**src/rtl/alu_operand_adder_pkg.sv**
```systemverilog
// Shared definitions for the EX-stage operand select and adder slice.
// Holds datapath width, operand-source encodings and the PC+4 constant.
package alu_operand_adder_pkg;

  localparam int XLEN = 64;

  localparam logic OP1_SRC_RS1 = 1'b0;
  localparam logic OP1_SRC_PC  = 1'b1;

  typedef enum logic [1:0] {
    OP2_SRC_RS2  = 2'd0,
    OP2_SRC_IMM  = 2'd1,
    OP2_SRC_FOUR = 2'd2,
    OP2_SRC_ZERO = 2'd3
  } op2_src_e;

  localparam logic [XLEN-1:0] CONST_FOUR = 64'd4;

endpackage

```
**src/rtl/alu_operand_adder_add64_core.sv**
```systemverilog
// Combinational 64-bit adder built as four 16-bit blocks with block-level
// carry lookahead; also derives the condition flags from the sum.
module add64_core
  import alu_operand_adder_pkg::*;
(
  input  logic [XLEN-1:0] a,
  input  logic [XLEN-1:0] b,
  input  logic            cin,
  output logic [XLEN-1:0] sum,
  output logic            overflow,
  output logic            sign,
  output logic            cout,
  output logic            carry,
  output logic            zero
);

  localparam int BLK  = 16;
  localparam int NBLK = XLEN / BLK;

  logic [NBLK:0]   blk_c;
  logic [NBLK-1:0] blk_g;
  logic [NBLK-1:0] blk_p;

  assign blk_c[0] = cin;

  generate
    for (genvar gi = 0; gi < NBLK; gi++) begin : g_blk
      logic [BLK:0]   raw_sum;
      logic [BLK-1:0] a_blk;
      logic [BLK-1:0] b_blk;

      assign a_blk   = a[gi*BLK +: BLK];
      assign b_blk   = b[gi*BLK +: BLK];
      assign raw_sum = {1'b0, a_blk} + {1'b0, b_blk};

      // Generate comes from the carry-free add; propagate only when every
      // bit toggles, so an incoming carry ripples through the whole block.
      assign blk_g[gi]     = raw_sum[BLK];
      assign blk_p[gi]     = &(a_blk ^ b_blk);
      assign blk_c[gi+1]   = blk_g[gi] | (blk_p[gi] & blk_c[gi]);
      assign sum[gi*BLK +: BLK] = raw_sum[BLK-1:0] + {{(BLK-1){1'b0}}, blk_c[gi]};
    end
  endgenerate

  assign cout     = blk_c[NBLK];
  assign carry    = ~blk_c[NBLK];
  assign sign     = sum[XLEN-1];
  assign zero     = (sum == '0);
  // b is already the effective (possibly inverted) operand, so this form
  // covers both add and subtract.
  assign overflow = (a[XLEN-1] == b[XLEN-1]) && (sum[XLEN-1] != a[XLEN-1]);

endmodule

```
**src/rtl/alu_operand_adder.sv**
```systemverilog
// EX-stage front end: picks ALU operands, adds or subtracts them and
// registers operands, sum and condition flags with one cycle of latency.
module alu_operand_adder
  import alu_operand_adder_pkg::*;
(
  input  logic            clk,
  input  logic            rst,
  input  logic [XLEN-1:0] rs1_data,
  input  logic [XLEN-1:0] rs2_data,
  input  logic [XLEN-1:0] pc,
  input  logic [XLEN-1:0] imm,
  input  logic            op1_src,
  input  logic [1:0]      op2_src,
  input  logic            sub,
  output logic [XLEN-1:0] op1,
  output logic [XLEN-1:0] op2,
  output logic [XLEN-1:0] result,
  output logic            overflow,
  output logic            sign,
  output logic            cout,
  output logic            carry,
  output logic            zero
);

  logic [XLEN-1:0] op1_next;
  logic [XLEN-1:0] op2_next;
  logic [XLEN-1:0] b_eff;
  logic [XLEN-1:0] sum_next;
  logic            overflow_next;
  logic            sign_next;
  logic            cout_next;
  logic            carry_next;
  logic            zero_next;

  logic [XLEN-1:0] op1_reg;
  logic [XLEN-1:0] op2_reg;
  logic [XLEN-1:0] result_reg;
  logic            overflow_reg;
  logic            sign_reg;
  logic            cout_reg;
  logic            carry_reg;
  logic            zero_reg;

  always_comb begin
    op1_next = (op1_src == OP1_SRC_PC) ? pc : rs1_data;
    op2_next = '0;
    case (op2_src_e'(op2_src))
      OP2_SRC_RS2:  op2_next = rs2_data;
      OP2_SRC_IMM:  op2_next = imm;
      OP2_SRC_FOUR: op2_next = CONST_FOUR;
      OP2_SRC_ZERO: op2_next = '0;
      default:      op2_next = '0;
    endcase
  end

  // Subtract is two's complement: invert op2 and inject a carry-in of 1.
  assign b_eff = sub ? ~op2_next : op2_next;

  add64_core u_core (
    .a        (op1_next),
    .b        (b_eff),
    .cin      (sub),
    .sum      (sum_next),
    .overflow (overflow_next),
    .sign     (sign_next),
    .cout     (cout_next),
    .carry    (carry_next),
    .zero     (zero_next)
  );

  always_ff @(posedge clk) begin
    if (rst) begin
      op1_reg      <= '0;
      op2_reg      <= '0;
      result_reg   <= '0;
      overflow_reg <= 1'b0;
      sign_reg     <= 1'b0;
      cout_reg     <= 1'b0;
      carry_reg    <= 1'b0;
      zero_reg     <= 1'b0;
    end else begin
      op1_reg      <= op1_next;
      op2_reg      <= op2_next;
      result_reg   <= sum_next;
      overflow_reg <= overflow_next;
      sign_reg     <= sign_next;
      cout_reg     <= cout_next;
      carry_reg    <= carry_next;
      zero_reg     <= zero_next;
    end
  end

  assign op1      = op1_reg;
  assign op2      = op2_reg;
  assign result   = result_reg;
  assign overflow = overflow_reg;
  assign sign     = sign_reg;
  assign cout     = cout_reg;
  assign carry    = carry_reg;
  assign zero     = zero_reg;

endmodule

```
**config.mk**
```make
export PLATFORM = sky130hd
export DESIGN_NAME = alu_operand_adder
export DESIGN_NICKNAME = d
export VERILOG_FILES = /design/src/rtl/alu_operand_adder_pkg.sv /design/src/rtl/alu_operand_adder_add64_core.sv /design/src/rtl/alu_operand_adder.sv
export SDC_FILE = /design/constraint.sdc
export NUM_CORES = 1
export LEC_CHECK = 0
export CORE_AREA = 2 2 180 182
export CTS_CLUSTER_DIAMETER = 30
export DETAILED_ROUTE_END_ITERATION = 10
export DIE_AREA = 0 0 182 184
export PLACE_DENSITY = 0.74
export SLEW_MARGIN = 20
export SYNTH_ARGS = -nofsm -noshare
export SYNTH_HDL_FRONTEND = slang
export SYNTH_SLANG_ARGS = --single-unit
export TNS_END_PERCENT = 5
```
**constraint.sdc**
```tcl
create_clock -name clk -period 9.01 [get_ports clk]
set_clock_uncertainty 0.2 [all_clocks]
set_input_delay 2.703 -clock clk [delete_from_list [all_inputs] [get_ports clk]]
set_output_delay 2.703 -clock clk [all_outputs]
set_load 0.01 [all_outputs]
```
==> impl_metrics.ini <==
[placed_design]
io_buffers = 458
dp_hpwl_um = 34700
place_ws_ps = -100
gp_congestion = 0.926

[layout]
nFillCells = 2828
diodes = 0
area_growth_pct = 47.5
postLayoutCoreUtil = 0.565
fin_nets = 2153
layout_common_cells = 453 x clkdlybuf4s50_1, 232 x nor2_1, 196 x dfxtp_1
layout-drive-gt1-share = 0.0859
final_common_cell = clkdlybuf4s50_1

[hold_path]
hold_depth = 3
hold_path.class = input pin to flip-flop

[cts]
cts_buffer_depth = 2
h-tree-depth = 4
cts_tree = built
cts_resized = 0
clk_pin_slew_ps = 70
cts_sinks = 196
cts_hold_buf = 0
postCtsSetupRepairBufs = 0
clock-root-buffer = clkbuf_16
cts_buffers = 17

[critical_path]
cp.required_ps = 9170
endpoint = zero
crit_type = input pin to flip-flop
endpoint_kind = flip-flop
critPathLaunchType = input pin
worst_ep_arrival_time_ps = 8770
worstSetupStartpoint = imm[0]
critPathMaxFanout = 3

[yosys]
syn_area_per_cell_um2 = 8.80
syn_nets = 1704
ys_warn_count = 0
yosysSeqAreaShare = 0.326
synth_cell_types = 75
synth_edf_count = 0
syn_area_um2 = 12000
synth_seq_cells = 196
async_reset_ff_frac = 0
synthTopCellsByArea = dfxtp_1 33%, ha_1 7.5%, nor2_1 7.2%, xor2_1 7.1%, mux2_2 5.9%
syn_inst = 1366
ys.flop_type = dfxtp_1
synth_top_area_share = 0.326
synth_largest_area_cell = dfxtp_1

[detailed_routing]
wl_um = 42800
drt_iter0_drc = 655
drc_errors = 0
drtPass1Iterations = 5
drtAntennaViolNets = 0
vias = 11555
wl_per_cell_um = 19.2
via_per_inst = 5.18

[run_status]
status = complete, no violations

[timing]
hold_viol = 0
worst_slew_pin_slew_ps = 957
maxSlewViolCount = 0
setup_violations = 0
rsz0062_at_grt = no
fin_crit_sh = 0.956
period_needed_ps = 8620
setup-tns-final_ps = 0
slew_headroom = 0.346
timing.fmax_ghz = 0.116
setup_ws_ps = 395

[die]
die_w_um = 182
initial_core_util = 0.383
ios = 459
die_h_um = 184
dieArea_um2 = 33500
num_rows = 65
core_area_um2 = 31400

[grt]
grt_pass1_vias = 11643
use_met2 = 0.437
antenna_found_initial = 0
grt_usage = 0.251
grt_max_degree = 84
use_met3 = 0.0543
grt_pass1_wl_um = 65000
grt-busiest-layer = met2
grt_remaining_overflow = 0
met1_usage = 0.308

[power]
max-vdd-ir-drop_mv = 0.124
p_leak_uw = 0.00732
p_per_area_nw_per_um2 = 184

[run]
max_cap_viol_count = 0
-- routing by layer --
layer	vias to the layer above	part of all wire	wire length, um
met5	-	0	0
met4	0	0.031	1320
met3	62	0.064	2750
met2	440	0.48	20500
met1	5379	0.43	18300
li1	5674	-	-
-- synth_stat cells (11+ instances only) --
master    count
nor2_1      232
dfxtp_1     196
xor2_1       98
nor2b_1      85
ha_1         72
mux2i_1      67
mux2_2       63
clkbuf_1     56
xnor2_1      51
a21oi_1      43
nand2_1      41
nand3_1      30
o21ai_0      29
nor3_1       25
a21o_1       22
inv_1        20
nand4_1      19
and3_1       18
a211oi_1     16
and4_1       11
o211ai_1     11
-- critical path: stages --
cell	delay (ps)
clkdlybuf4s50_1	420
mux2i_2	320
nor2_1	90
xor2_1	150
ha_1	250
fa_1	420
a211oi_2	240
o211ai_1	130
a21boi_0	250
o21ai_0	140
nor2_1	140
o21bai_1	150
a21boi_0	220
o21ai_0	190
a21bo_2	260
ha_1	220
ha_1	210
xor3_1	310
and4_1	190
nand4_1	100
nor4b_1	300
o2111ai_1	150
nor4_1	300
nand4_1	130
nor4_1	210
and3_1	240
nand4_1	120
nor4_2	230
-- power breakdown --
part | internal (uW) | switching [uW] | leakage (uW) | total [uW]
logic | 682 | 781 | 0.00540 | 1460
registers | 970 | 30.3 | 0.00163 | 1000
clock network | 441 | 362 | 0.000292 | 803
total | 2090 | 1170 | 0.00732 | 3270
-- metrics by stage --
stage | area (um2) | std cells | total power, uW | hold slack, ps
3_3_place_gp | 17100 | 2198 | 2460 | 2960
4_1_cts | 17700 | 2230 | 3280 | 2520
6_report | 17700 | 2230 | 3270 | 2530
2_1_floorplan | 12000 | 1366 | 1840 | 2680
5_1_grt | 17700 | 2230 | 3460 | 2560
3_5_place_dp | 17100 | 2198 | 2470 | 2960
-- logic make-up (layout without fill, tap and decap cells) --
logic type | Yosys count | after routing | share of synthesized area
compound gates | 210 | 210 | 0.123
flops | 196 | 196 | 0.326
simple gates | 517 | 517 | 0.213
fa+ha+maj | 76 | 76 | 0.0816
buf+inv | 85 | 547 | 0.0275
mux | 130 | 130 | 0.115
xor+xnor | 152 | 152 | 0.114
-- how the worst min path moves through the flow --
stage / startpoint / slack (ps) / endpoint
final: op2_src[0] / 2530 / op2[7]
after global routing: op2_src[0] / 2560 / op2[7]
after CTS: op2_src[0] / 2520 / op2[7]
after detailed placement: op2_src[0] / 2960 / op2[7]
after global placement: op2_src[0] / 2960 / op2[7]
after floorplan: rs2_data[0] / 2680 / op2[0]
-- layout make-up --
cell class                      count  area (um2)  area share
Clock buffer                       18         429      0.0242
Clock inverter                     14         173     0.00973
Inverter                           20        75.1     0.00423
Multi-Input combinational cell   1085        7780       0.439
Sequential cell                   196        3920       0.221
Tap cell                          402         503      0.0283
Timing Repair Buffer              495        4860       0.274
Power figures use the tool's default switching activity.
